$ cat src/rtl/apb_master.sv
// APB requester: turns a valid/ready command into a single SETUP -> ACCESS
// transfer and reports read data, slave error and timeout on a response strobe.
module apb_master #(
  parameter int DWIDTH  = 8,
  parameter int AWIDTH  = 8,
  parameter int TIMEOUT = 16
) (
  input  logic              PCLK,
  input  logic              PRESET,
  input  logic              cmd_valid,
  output logic              cmd_ready,
  input  logic              cmd_write,
  input  logic [AWIDTH-1:0] cmd_addr,
  input  logic [DWIDTH-1:0] cmd_wdata,
  output logic              rsp_valid,
  output logic [DWIDTH-1:0] rsp_rdata,
  output logic              rsp_err,
  output logic              rsp_timeout,
  output logic              PSEL,
  output logic              PENABLE,
  output logic              PWRITE,
  output logic [AWIDTH-1:0] PADDR,
  output logic [DWIDTH-1:0] PWDATA,
  input  logic [DWIDTH-1:0] PRDATA,
  input  logic              PREADY,
  input  logic              PSLVERR,
  output logic [1:0]        dbg_state_o
);

  // Handshake: a command is taken on an edge where cmd_valid && cmd_ready.
  // cmd_ready is a pure decode of the registered state (high only in IDLE).
  localparam logic [1:0] ST_IDLE   = 2'd0;
  localparam logic [1:0] ST_SETUP  = 2'd1;
  localparam logic [1:0] ST_ACCESS = 2'd2;

  // A zero-width counter is illegal, so a disabled timeout keeps one bit.
  localparam int CW = (TIMEOUT > 0) ? $clog2(TIMEOUT + 1) : 1;
  localparam logic [CW-1:0] WAIT_LAST = CW'(TIMEOUT - 1);
  localparam logic [CW-1:0] WAIT_MAX  = {CW{1'b1}};

  logic [1:0]        state_q, state_d;
  logic              psel_q, psel_d;
  logic              penable_q, penable_d;
  logic              pwrite_q, pwrite_d;
  logic [AWIDTH-1:0] paddr_q, paddr_d;
  logic [DWIDTH-1:0] pwdata_q, pwdata_d;
  logic              rsp_valid_q, rsp_valid_d;
  logic              rsp_err_q, rsp_err_d;
  logic              rsp_timeout_q, rsp_timeout_d;
  logic [DWIDTH-1:0] rdata_q, rdata_d;
  logic [CW-1:0]     wait_q, wait_d;

  always_comb begin
    state_d       = state_q;
    psel_d        = psel_q;
    penable_d     = penable_q;
    pwrite_d      = pwrite_q;
    paddr_d       = paddr_q;
    pwdata_d      = pwdata_q;
    rsp_valid_d   = 1'b0;
    rsp_err_d     = rsp_err_q;
    rsp_timeout_d = rsp_timeout_q;
    rdata_d       = rdata_q;
    wait_d        = wait_q;
    case (state_q)
      ST_IDLE: begin
        if (cmd_valid) begin
          paddr_d   = cmd_addr;
          pwrite_d  = cmd_write;
          pwdata_d  = cmd_wdata;
          psel_d    = 1'b1;
          penable_d = 1'b0;
          state_d   = ST_SETUP;
        end
      end
      ST_SETUP: begin
        penable_d = 1'b1;
        wait_d    = '0;
        state_d   = ST_ACCESS;
      end
      ST_ACCESS: begin
        if (PREADY) begin
          psel_d        = 1'b0;
          penable_d     = 1'b0;
          rsp_valid_d   = 1'b1;
          rsp_err_d     = PSLVERR;
          rsp_timeout_d = 1'b0;
          if (!pwrite_q) rdata_d = PRDATA;
          state_d       = ST_IDLE;
        end else begin
          if (wait_q != WAIT_MAX) wait_d = wait_q + 1'b1;
          // wait_q counts earlier low cycles, so this edge is the TIMEOUT-th.
          if ((TIMEOUT != 0) && (wait_q == WAIT_LAST)) begin
            psel_d        = 1'b0;
            penable_d     = 1'b0;
            rsp_valid_d   = 1'b1;
            rsp_err_d     = 1'b1;
            rsp_timeout_d = 1'b1;
            state_d       = ST_IDLE;
          end
        end
      end
      default: begin
        psel_d    = 1'b0;
        penable_d = 1'b0;
        state_d   = ST_IDLE;
      end
    endcase
  end

  always_ff @(posedge PCLK) begin
    if (PRESET) begin
      state_q       <= ST_IDLE;
      psel_q        <= 1'b0;
      penable_q     <= 1'b0;
      pwrite_q      <= 1'b0;
      paddr_q       <= '0;
      pwdata_q      <= '0;
      rsp_valid_q   <= 1'b0;
      rsp_err_q     <= 1'b0;
      rsp_timeout_q <= 1'b0;
      rdata_q       <= '0;
      wait_q        <= '0;
    end else begin
      state_q       <= state_d;
      psel_q        <= psel_d;
      penable_q     <= penable_d;
      pwrite_q      <= pwrite_d;
      paddr_q       <= paddr_d;
      pwdata_q      <= pwdata_d;
      rsp_valid_q   <= rsp_valid_d;
      rsp_err_q     <= rsp_err_d;
      rsp_timeout_q <= rsp_timeout_d;
      rdata_q       <= rdata_d;
      wait_q        <= wait_d;
    end
  end

  assign cmd_ready   = (state_q == ST_IDLE);
  assign rsp_valid   = rsp_valid_q;
  assign rsp_rdata   = rdata_q;
  assign rsp_err     = rsp_err_q;
  assign rsp_timeout = rsp_timeout_q;
  assign PSEL        = psel_q;
  assign PENABLE     = penable_q;
  assign PWRITE      = pwrite_q;
  assign PADDR       = paddr_q;
  assign PWDATA      = pwdata_q;
  assign dbg_state_o = state_q;

endmodule

$ cat config.mk
export PLATFORM = sky130hd
export DESIGN_NAME = apb_master
export DESIGN_NICKNAME = d
export VERILOG_FILES = /design/src/rtl/apb_master.sv
export SDC_FILE = /design/constraint.sdc
export NUM_CORES = 1
export LEC_CHECK = 0
export BUFFER_PORTS_ARGS = -buffer_cell sky130_fd_sc_hd__buf_4
export CAP_MARGIN = 20
export CELL_PAD_IN_SITES_DETAIL_PLACEMENT = 0
export CELL_PAD_IN_SITES_GLOBAL_PLACEMENT = 1
export CORE_MARGIN = 2
export CORE_UTILIZATION = 30
export DETAILED_ROUTE_END_ITERATION = 12
export PLACE_DENSITY = 0.71
export SYNTH_ARGS = -nofsm -noshare
export SYNTH_HDL_FRONTEND = slang
export SYNTH_SLANG_ARGS = --single-unit
$ cat constraint.sdc
create_clock -name PCLK -period 4.5 [get_ports PCLK]
set_input_delay 0.9 -clock PCLK [delete_from_list [all_inputs] [get_ports PCLK]]
set_output_delay 0.9 -clock PCLK [all_outputs]
set_load 0.05 [all_outputs]
==> impl_results.md, run 1 <==
- Fillers: 430
- Final std cells w/o fill: 253
- Initial DRC Count: 28
- Max cap viols: 0
- Status: finished, final reports clean
- Startpoint types: flop
- Port bufs: 62
- Cell family with most CP delay: simple AND/OR/NAND/NOR gates
- Global route hottest layer: met2
- Yosys warns: 0
- Sequential cell area: 720.7 µm²
- Initial core utilization: 0.3167
- Vias: 1175
- WHS: 495.4 ps
- Nets: approximately 230
- Met2 Usage GRT: 0.2110
- Leak: 0.9000 nW
- CP Capture Type: flop
- Diode count: 0
- Sequential share of the synthesized area: 0.5120
- Clk Latency, worst-skew pair: 290 ps
- HPWL Detailed: 2.440 mm
- Total grt overflow: 0
- Number of clock sinks: 36
- Pins Over Slew Limit: 0
- Hold Buf Count CTS: 0
- Post-synth cell types: 25
- Sequential power share: 0.476
- Levels on crit path: 6
- # H-tree levels: 2
- Drt drc: 0
- Pin count of the biggest net entering global routing: 37
- Final setup fails: 0
- Critical Path Sink: wait_q[2]$_SDFFE_PP0P_
- Worst Path Max Fanout: 7
- Minimum clock period: 2020 ps
- Switch share: 0.2932
- Multi-input logic area: 635.6 µm²
- Worst min-delay path class: flop to flop
- Setup WS pre-CTS: 2471 ps
- Commonest non-fill, non-tap cells in the layout: buf_4 (63), dfxtp_1 (36), nor2_1 (29)
- DR vias/cell: 4.644
- Routed WL: 3.337 mm
- Cts repair resizes: 0
- Slowest-stage cell, CP: nor4b_4
- Slowest stage delay, CP: 460 ps
- CP bufs+invs: 0
- Routed Antenna Nets: 0
- Total track usage: 0.1298
- Worst setup path class: flop to flop
- Tcrit/Tclk final: 0.4489
- Critical Path Most Common Cell: ha_1
- Clock skew: 4.827 ps
- RSZ-0062 raised after global routing: false
- CTS tree: built
- Mapped Area: between 1000 and 1500 µm²
- Worst reg-to-reg setup slack: 2480 ps
- Core area: 4444 µm²
- Critical Path Start: wait_q[0]$_SDFFE_PP0P_
- Worst-Margin Slew: 446.7 ps
- Met3 usage: 0.06806
- Die width: 72.50 µm
- Fin util: 0.4488
- GRT met1 Usage: 0.1451
- Peak supply drop: 0.1662 mV
- Commonest non-fill, non-tap cell in the layout: buf_4
- Max Fclk: 495.0 MHz
- Layout cells sized above 1: 0.3731
- Net Sw Power: 0.2117 mW
- Die Y: 72.50 µm
- CTS root buf: clkbuf_8
- Setup TNS: 0 ps
- Worst r2r src: wait_q[0]$_SDFFE_PP0P_
- Clock group share of total power: 0.324
- Clock Tree Buf Depth: 2
- WP data arrival: between 2000 and 2500 ps
- Area grow syn2layout: 41.69%
- DP Cell Count: 245
- Mapped Cells: ~140
- Fin. Hold Viols: 0
- Clock-pin slew on the worst setup and hold paths: 70 ps
- 1st-pass router iterations: 4
- Final GP Congestion: 0.7993
- Rel. slew slack: 0.7009
- Ports: 63
- Die area: between 5000 and 6000 µm²
- CP Cell Sequence: ha_1 -> and3_1 -> ha_1 -> nor4b_4 -> a21oi_1 -> a311oi_1
- Num CTS Buffers: 5
- Combinational share of power: 0.200
- Setup ws final: 2480 ps
- Internal power: around 0.51 mW
- Num rows: 24
- FF-to-FF End: wait_q[2]$_SDFFE_PP0P_
- Initial antenna violation count: 0
- Reg2reg path depth: 6
- First-pass GRT wire length: roughly 5.3 mm
- Yosys reg bits: 36
- Syn_nets: 171
- Number of setup buffers added after CTS: 0
- Post-Syn Area per Cell: ~10 µm²
- CP Data Required Time: roughly 4700 ps
- WL per Instance: 13.19 µm
- Pwr/cell area: 362.1 nW/µm²
- Vias in the first global route: 1163
## stage by stage
step	power, mW	cell area, µm²
global route	0.7565	1994
floorplan	0.4454	1408
CTS	0.7338	1994
detailed placement	0.4965	1902
finish	0.7221	1994
global placement	0.4933	1902
## power groups by stage
stage / combinational [mW] / clock, mW / sequential (mW)
2_1_floorplan: 0.0470 / 0 / 0.398
3_3_place_gp: 0.144 / 0 / 0.350
3_5_place_dp: 0.146 / 0 / 0.351
4_1_cts: 0.146 / 0.244 / 0.344
5_1_grt: 0.152 / 0.259 / 0.346
6_report: 0.144 / 0.234 / 0.344
## worst min path at each step
stage	from	endpoint	slack [ps]	cells past startpoint
4_1_cts	wait_q[3]$_SDFFE_PP0P_	wait_q[3]$_SDFFE_PP0P_	490	1
6_report	PADDR[3]$_SDFFE_PP0P_	PADDR[3]$_SDFFE_PP0P_	500	2
2_1_floorplan	wait_q[3]$_SDFFE_PP0P_	wait_q[3]$_SDFFE_PP0P_	440	1
3_3_place_gp	wait_q[3]$_SDFFE_PP0P_	wait_q[3]$_SDFFE_PP0P_	460	1
3_5_place_dp	wait_q[3]$_SDFFE_PP0P_	wait_q[3]$_SDFFE_PP0P_	480	1
5_1_grt	wait_q[3]$_SDFFE_PP0P_	wait_q[3]$_SDFFE_PP0P_	510	1
## layout make-up
class | instances | share of cell area
Tap cell | 52 | 0.03262
Inverter | 2 | 0.003764
Clock inverter | 2 | 0.005019
Sequential cell | 36 | 0.3614
Timing Repair Buffer | 63 | 0.2371
Clock buffer | 6 | 0.04141
Multi-Input combinational cell | 92 | 0.3187
## worst reg2reg max path, stage by stage, from the launching register on
cell,delay [ps]
dfxtp_1,360
ha_1,240
and3_1,210
ha_1,220
nor4b_4,460
a21oi_1,150
a311oi_1,280
## state kept, by name, indices dropped and copies added (netlist names)
register,flops
PADDR,8
PSEL,1
PWDATA,8
PWRITE,1
dbg_state_o,2
rsp_err,1
rsp_rdata,8
rsp_timeout,1
rsp_valid,1
wait_q,5
## Yosys cell counts
cell / instances / area [µm²]
buf_4: 3 / 22.52
nor2_1: 29 / 108.9
or4b_1: 1 / 10.01
inv_1: 2 / 7.510
and3_1: 1 / 6.260
nor3b_1: 1 / 7.510
ha_1: 3 / 37.54
or2b_1: 1 / 7.510
buf_6: 1 / 11.26
a21oi_1: 8 / 40.04
and4bb_2: 1 / 12.51
nand3_1: 4 / 20.02
clkbuf_1: 3 / 11.26
dfxtp_1: 36 / 720.7
nor4b_4: 1 / 23.77
o31ai_1: 1 / 7.510
a211oi_1: 1 / 7.510
or2_2: 1 / 6.260
nor2b_1: 2 / 12.51
a311oi_1: 3 / 26.28
buf_1: 1 / 3.750
a41oi_1: 1 / 8.760
nand2b_1: 3 / 18.77
mux2i_1: 25 / 250.2
nand2_1: 5 / 18.77
## cell families after synthesis
kind of cell	count (synthesis)	share of synthesized area
multiplexers	25	0.1778
adder cells (fa/ha/maj)	3	0.02667
AND/OR/NAND/NOR	50	0.1796
AO/OA/AOI/OAI	14	0.06401
buffers and inverters	10	0.04000
flip-flops	36	0.5120
## layer usage
metal | wire length [µm] | part of all wire
met1 | 1374 | 0.41
met4 | 40 | 0.012
met5 | 0 | 0
met3 | 331 | 0.099
met2 | 1591 | 0.48
Power figures use the tool's default switching activity.
==> run 2, diff against run 1 <==
--- a/config.mk
+++ b/config.mk
@@ -5,14 +5,15 @@
 export SDC_FILE = /design/constraint.sdc
 export NUM_CORES = 1
 export LEC_CHECK = 0
+export ABC_AREA = 1
 export BUFFER_PORTS_ARGS = -buffer_cell sky130_fd_sc_hd__buf_4
 export CAP_MARGIN = 20
 export CELL_PAD_IN_SITES_DETAIL_PLACEMENT = 0
 export CELL_PAD_IN_SITES_GLOBAL_PLACEMENT = 1
 export CORE_MARGIN = 2
-export CORE_UTILIZATION = 30
+export CORE_UTILIZATION = 29
 export DETAILED_ROUTE_END_ITERATION = 12
-export PLACE_DENSITY = 0.71
+export PLACE_DENSITY = 0.75
 export SYNTH_ARGS = -nofsm -noshare
 export SYNTH_HDL_FRONTEND = slang
 export SYNTH_SLANG_ARGS = --single-unit
==> constraint.sdc (replaced) <==
create_clock -name PCLK -period 1.64 [get_ports PCLK]
set_input_delay 0.328 -clock PCLK [delete_from_list [all_inputs] [get_ports PCLK]]
set_output_delay 0.328 -clock PCLK [all_outputs]
set_load 0.05 [all_outputs]
==> run 2 against run 1 <==
  * Utilization decreased by 1.2 points
  * Maximum frequency grew 38%
  * Global-route usage fell by 0.62 points
==> impl_results.md, run 2 <==
- Max Fclk: 683.5 MHz (was 495.0 MHz)
- Pins Over Slew Limit: 0 (unchanged)
- Core area: 4786 µm² (was 4444 µm²)
- Setup TNS: 0 ps (unchanged)
- Post-Syn Area per Cell: 7.362 µm² (was 10.20 µm²)
- Area grow syn2layout: 43.43% (was 41.69%)
- Total grt overflow: 0 (unchanged)
- 1st-pass router iterations: 4 (unchanged)
- Worst r2r src: wait_q[0]$_SDFFE_PP0P_ (unchanged)
- Multi-input logic area: 615.6 µm² (was 635.6 µm²)
- Clock Tree Buf Depth: 2 (unchanged)
- Commonest non-fill, non-tap cells in the layout: buf_4 (64), nor2_1 (58), dfxtp_1 (35) (was buf_4 (63), dfxtp_1 (36), nor2_1 (29))
- RSZ-0062 raised after global routing: false (unchanged)
- Number of clock sinks: 36 (unchanged)
- Pin count of the biggest net entering global routing: 20 (was 37)
- Num CTS Buffers: 5 (unchanged)
- Number of setup buffers added after CTS: 0 (unchanged)
- Hold_sp: cmd_addr[0] (was PADDR[3]$_SDFFE_PP0P_)
- CTS root buf: clkbuf_8 (unchanged)
- Number of synthesized flops with an enable pin: 0 (unchanged)
- Share of the synthesized area in the top cell type: 0.4944 (was 0.5120)
- Num rows: 25 (was 24)
- Met2 WL: 1.566 mm (was 1.591 mm)
- Sequential share of the synthesized area: 0.4944 (was 0.5120)
- Worst Path Max Fanout: 5 (was 7)
- Leak: 0.9982 nW (was 0.9000 nW)
- Final GP Congestion: 0.7993 (unchanged)
- Yosys warns: 0 (unchanged)
- CP Data Required Time: 1820 ps (was 4690 ps)
- Total Power: 2.212 mW (was 0.7221 mW)
- Hold Buf Count CTS: 0 (unchanged)
- CTS tree: built (unchanged)
- WL per Instance: 10.15 µm (was 13.19 µm)
- Top-count cell post-synth: nor2_1 (was dfxtp_1)
- Clock skew: 5.890 ps (was 4.827 ps)
- Sequential cell area: 721.9 µm² (was 720.7 µm²)
- Finished Cell Area: 2091 µm² (was 1994 µm²)
- # H-tree levels: 2 (unchanged)
- Sequential power share: 0.434 (was 0.476)
- Met1 wire length: 1.491 mm (was 1.374 mm)
- CP Capture Type: flop (unchanged)
- Initial DRC Count: 23 (was 28)
- Routed Antenna Nets: 0 (unchanged)
- Startpoint types: flop (unchanged)
- Post-synth cell types: 21 (was 25)
- Clock-pin slew on the worst setup and hold paths: 70 ps (about the same)
- Tcrit/Tclk final: 0.8921 (was 0.4489)
- Diode count: 0 (unchanged)
- Syn_nets: 231 (was 171)
- Post-synth top cells: nor2_1 (60), dfxtp_1 (36), nand2_1 (30), o21ai_1 (19), inv_1 (17) (was dfxtp_1 (36), nor2_1 (29), mux2i_1 (25), a21oi_1 (8), nand2_1 (5))
- Asr flop ratio synth: 0 (unchanged)
- Initial antenna violation count: 0 (unchanged)
- CP Cell Sequence: ha_1 -> nand2_1 -> nor2_1 -> ha_1 -> nor2_1 -> nand2_1 -> a21boi_0 -> nor2_1 (was ha_1 -> and3_1 -> ha_1 -> nor4b_4 -> a21oi_1 -> a311oi_1)
- Routed WL: 3.339 mm (was 3.337 mm)
- Die Y: 74.90 µm (was 72.50 µm)
- Setup WS pre-CTS: 78.42 ps (was 2471 ps)
- Internal power: 1.539 mW (was 0.5104 mW)
- Setup ws final: 176.9 ps (was 2480 ps)
- Highest routed layer: met4 (unchanged)
- Peak supply drop: 0.3984 mV (was 0.1662 mV)
- Total track usage: 0.1236 (was 0.1298)
- Fillers: 548 (was 430)
- Port bufs: 62 (unchanged)
- Nets: 294 (was 233)
- Hold Path Depth: 3 (was 2)
- First-pass GRT wire length: 5.257 mm (was 5.271 mm)
- Largest area contributor in the synthesized netlist: dfxtp_1 (unchanged)
- Status: finished, final reports clean (unchanged)
- Final setup fails: 0 (unchanged)
- Placed inst area: 1973 µm² (was 1902 µm²)
- Switch share: 0.3043 (was 0.2932)
- Worst setup path class: flop to flop (unchanged)
- Vias: 1369 (was 1175)
- Net Sw Power: 0.6731 mW (was 0.2117 mW)
- Combinational share of power: 0.219 (was 0.200)
- Clk Latency, worst-skew pair: 290 ps (about the same)
- Fin util: 0.4369 (was 0.4488)
- Met3 wire length: 217 µm (was 331 µm)
- Ports: 63 (unchanged)
- Slowest-stage cell, CP: dfxtp_2 (was nor4b_4)
- DR vias/cell: 4.161 (was 4.644)
- Critical Path Most Common Cell: nor2_1 (was ha_1)
- Reg2reg path depth: 8 (was 6)
- Layout cells sized above 1: 0.3168 (was 0.3731)
- Yosys reg bits: 36 (unchanged)
- Fin. Hold Viols: 0 (unchanged)
- Slowest stage delay, CP: 340 ps (was 460 ps)
- Minimum clock period: 1463 ps (was 2020 ps)
- Pwr/cell area: 1058 nW/µm² (was 362.1 nW/µm²)
- Mapped Cells: 198 (was 138)
- Most used DFF post-synth: dfxtp_1 (unchanged)
- Commonest non-fill, non-tap cell in the layout: buf_4 (unchanged)
- Rel. slew slack: 0.7773 (was 0.7009)
- Clock group share of total power: 0.347 (was 0.324)
- Worst-Margin Slew: 333.2 ps (was 446.7 ps)
- Top cells by area, synth: dfxtp_1 (49%), nor2_1 (15%), nand2_1 (7.7%) (was dfxtp_1 (51%), mux2i_1 (18%), nor2_1 (7.7%))
- Drt drc: 0 (unchanged)
- Vias in the first global route: 1176 (was 1163)
- Worst min-delay path class: input pin to flop (was flop to flop)
- WP data arrival: 1640 ps (was 2210 ps)
- Critical Path Start: wait_q[0]$_SDFFE_PP0P_ (unchanged)
- Initial core utilization: 0.3046 (was 0.3167)
- Max cap viols: 0 (unchanged)
- Die width: 74.90 µm (was 72.50 µm)
- HPWL Detailed: 2.505 mm (was 2.440 mm)
- Die area: 5609 µm² (was 5256 µm²)
- Mapped Area: 1458 µm² (was 1408 µm²)
-- run 2: cell types whose count changed after synthesis, moves of 3 or more --
cell / change
nor2_1: +31
mux2i_1: -25
inv_1: +15
a311oi_1: -3
nand2b_1: -3
nand3_1: +4
buf_2: +4
o21ai_1: +19
nand2_1: +25
-- run 2: path summary, 6_finish.rpt --
check             slack (ps)                  endpoint
setup / recovery         180    wait_q[0]$_SDFFE_PP0P_
hold / removal           270     PADDR[0]$_SDFFE_PP0P_
setup reg to reg         180    wait_q[0]$_SDFFE_PP0P_
hold reg to reg          460  rsp_timeout$_SDFFE_PP0P_
-- run 2: cell type report --
cell class	instances	share of cell area
Clock buffer	5	0.03291
Clock inverter	3	0.02035
Inverter	20	0.03710
Multi-Input combinational cell	134	0.2944
Sequential cell	36	0.3453
Tap cell	67	0.04010
Timing Repair Buffer	64	0.2298
-- run 2: worst max-delay path: cells and delay by family (launching register included) --
family | cells | cell delay [ps]
flops | 1 | 340
fa+ha+maj | 2 | 390
simple gates | 5 | 440
compound gates | 1 | 180
-- run 2: timing repair --
action / 4_1_cts / 5_1_grt
resized for setup: 0 / 3
setup endpoints to repair: 0 / 6
endpoints found under the hold margin: 0 / 0
-- run 2: cells by family after synthesis --
kind of cell,Yosys count,synth area share
compound gates,27,0.09442
fa+ha+maj,3,0.02575
buf+inv,28,0.09013
flops,36,0.4944
simple gates,104,0.2953
-- run 2: per-layer routing --
metal / up-vias / GRT usage
li1: 739 / -
met1: 584 / 0.1482
met2: 40 / 0.2027
met3: 6 / 0.03614
met4: 0 / 0.05952
met5: - / 0
-- run 2: power groups by stage --
stage               sequential, mW  combinational (mW)  clock (mW)
detailed placement           0.982               0.490           0
CTS                          0.961               0.491       0.797
global placement             0.980               0.489           0
floorplan                     1.15               0.149           0
finish                       0.960               0.485       0.767
global route                 0.968               0.523       0.818
-- run 2: through the flow --
stage,hold slack (ps),instances
floorplan,474.1,198
CTS,264.3,329
detailed placement,456.6,321
global route,274.5,329
finish,271.3,329
global placement,454.4,321
==> run 3, diff against run 2 <==
--- a/config.mk
+++ b/config.mk
@@ -13,7 +13,7 @@
 export CORE_MARGIN = 2
 export CORE_UTILIZATION = 29
 export DETAILED_ROUTE_END_ITERATION = 12
-export PLACE_DENSITY = 0.75
+export PLACE_DENSITY = 0.83
 export SYNTH_ARGS = -nofsm -noshare
 export SYNTH_HDL_FRONTEND = slang
 export SYNTH_SLANG_ARGS = --single-unit
==> run 3 against run 2 <==
  * Global-route usage decreased by 0.49 points
  * Clock power decreased by 13%
  * Maximum frequency grew 0.56%
  * Critical endpoint is now wait_q[3]$_SDFFE_PP0P_
  * Highest routed layer unchanged
==> impl_results.md, run 3 (synthesized netlist as in run 2, its figures left out) <==
- Status: finished, final reports clean (unchanged)
- Tcrit/Tclk final: 0.8872 (was 0.8921)
- Clock-pin slew on the worst setup and hold paths: 70 ps (about the same)
- Port bufs: 62 (unchanged)
- Core area: 4786 µm² (unchanged)
- WL per Instance: 10.05 µm (was 10.15 µm)
- WP data arrival: 1660 ps (was 1640 ps)
- Fin. Hold Viols: 0 (unchanged)
- Vias in the first global route: 1126 (was 1176)
- First-pass GRT wire length: 5.050 mm (was 5.257 mm)
- Met3 usage: 0.04418 (was 0.03614)
- Worst Path Max Fanout: 5 (unchanged)
- Clock group share of total power: 0.314 (was 0.347)
- Number of setup buffers added after CTS: 0 (unchanged)
- Setup TNS: 0 ps (unchanged)
- Num rows: 25 (unchanged)
- Max cap viols: 0 (unchanged)
- RSZ-0062 raised after global routing: false (unchanged)
- Rel. slew slack: 0.7777 (was 0.7773)
- Die area: 5609 µm² (unchanged)
- Number of clock sinks: 36 (unchanged)
- Pins Over Slew Limit: 0 (unchanged)
- Startpoint types: flop (unchanged)
- Diode count: 0 (unchanged)
- Num CTS Buffers: 5 (unchanged)
- # H-tree levels: 2 (unchanged)
- DR vias/cell: 4.183 (was 4.161)
- Worst min-delay path class: input pin to flop (unchanged)
- Commonest non-fill, non-tap cells in the layout: buf_4 (62), nor2_1 (58), dfxtp_1 (35) (was buf_4 (64), nor2_1 (58), dfxtp_1 (35))
- Commonest non-fill, non-tap cell in the layout: buf_4 (unchanged)
- Initial antenna violation count: 0 (unchanged)
- Combinational share of power: 0.231 (was 0.219)
- CP Data Required Time: 1850 ps (was 1820 ps)
- Total Power: 2.112 mW (was 2.212 mW)
- Leak: 0.9942 nW (was 0.9982 nW)
- GRT met1 Usage: 0.1502 (was 0.1482)
- Pin count of the biggest net entering global routing: 20 (unchanged)
- CTS tree: built (unchanged)
- Max Fclk: 687.3 MHz (was 683.5 MHz)
- Global route hottest layer: met2 (unchanged)
- Ports: 63 (unchanged)
- Worst setup path class: flop to flop (unchanged)
- Nets: 293 (was 294)
- Hold Buf Count CTS: 0 (unchanged)
- Total grt overflow: 0 (unchanged)
- Clock skew: 4.918 ps (was 5.890 ps)
- Sequential power share: 0.455 (was 0.434)
- Peak supply drop: 0.7291 mV (was 0.3984 mV)
- Initial core utilization: 0.3046 (unchanged)
- Internal power: 1.466 mW (was 1.539 mW)
- Clock Tree Buf Depth: 2 (unchanged)
- Vias: 1368 (was 1369)
- 1st-pass router iterations: 4 (unchanged)
- Routed WL: 3.285 mm (was 3.339 mm)
- CP Capture Type: flop (unchanged)
- CTS root buf: clkbuf_8 (unchanged)
- Reg2reg path depth: 9 (was 8)
- Hold Path Depth: 3 (unchanged)
- Die Y: 74.90 µm (unchanged)
- Area grow syn2layout: 42.75% (was 43.43%)
- Routed Antenna Nets: 0 (unchanged)
- Initial DRC Count: 47 (was 23)
- Multi-input logic area: 615.6 µm² (unchanged)
- Worst-Margin Slew: 332.7 ps (was 333.2 ps)
- Fillers: 543 (was 548)
- Layout cells sized above 1: 0.3115 (was 0.3168)
- HPWL Detailed: 2.417 mm (was 2.505 mm)
- Total track usage: 0.1187 (was 0.1236)
- Met2 Usage GRT: 0.1862 (was 0.2027)
- Clk Latency, worst-skew pair: 280 ps (was 290 ps)
- Pwr/cell area: 1015 nW/µm² (was 1058 nW/µm²)
- Net Sw Power: 0.6468 mW (was 0.6731 mW)
- Die width: 74.90 µm (unchanged)
- Switch share: 0.3062 (was 0.3043)
- Final setup fails: 0 (unchanged)
- Sequential cell area: 721.9 µm² (unchanged)
- Minimum clock period: 1455 ps (was 1463 ps)
- Drt drc: 0 (unchanged)
- Final GP Congestion: 0.7695 (was 0.7993)
-- run 3: repair_timing --
action | 4_1_cts | 5_1_grt
resized for setup | 0 | 3
setup endpoints to repair | 0 | 6
endpoints found under the hold margin | 0 | 0
-- run 3: metal layers --
layer | routed length (µm) | vias up
met4 | 25 | 0
met2 | 1499 | 39
met5 | 0 | -
met3 | 197 | 2
met1 | 1563 | 594
li1 | - | 733
-- run 3: per-stage QoR --
stage,hold slack [ps],utilization,setup slack [ps],cells,cell area [µm²]
final,281.2,0.4348,185.0,327,2081
after global routing,275.7,0.4348,14.26,327,2081
after CTS,271.8,0.4335,65.33,327,2074
after detailed placement,455.9,0.4133,87.96,320,1978
after global placement,453.4,0.4133,114.7,320,1978
after floorplan,474.1,-,98.99,198,1463
-- run 3: worst paths after layout --
check,start,endpoint,slack [ps]
setup reg to reg,wait_q[0]$_SDFFE_PP0P_,wait_q[3]$_SDFFE_PP0P_,190
hold / removal,cmd_wdata[4],PWDATA[4]$_SDFFE_PP0P_,280
setup / recovery,wait_q[0]$_SDFFE_PP0P_,wait_q[3]$_SDFFE_PP0P_,190
hold reg to reg,rsp_timeout$_SDFFE_PP0P_,rsp_timeout$_SDFFE_PP0P_,460
-- run 3: critical path, cell delays in order, from the launching register on --
cell and delay, ps:
dfxtp_2 340, ha_1 200, nand2_1 90, nor2_1 60, ha_1 190, inv_1 50, nand2_1 50, nor2_2 190
nand3_1 100, a21oi_1 120
-- run 3: power groups by stage --
stage          Clock, mW  Combinational [mW]  Sequential, mW
2_1_floorplan          0               0.149            1.15
3_3_place_gp           0               0.492           0.978
3_5_place_dp           0               0.492           0.981
4_1_cts            0.695               0.493           0.961
5_1_grt            0.732               0.525           0.968
6_report           0.664               0.487           0.961
-- run 3: final cells by class --
| class | count | share of cell area |
|---|---|---|
| clock buffer | 7 | 0.04630 |
| inverter | 20 | 0.03728 |
| multi-input combinational | 134 | 0.2959 |
| sequential | 36 | 0.3470 |
| tap | 67 | 0.04029 |
| timing repair buffer | 63 | 0.2333 |
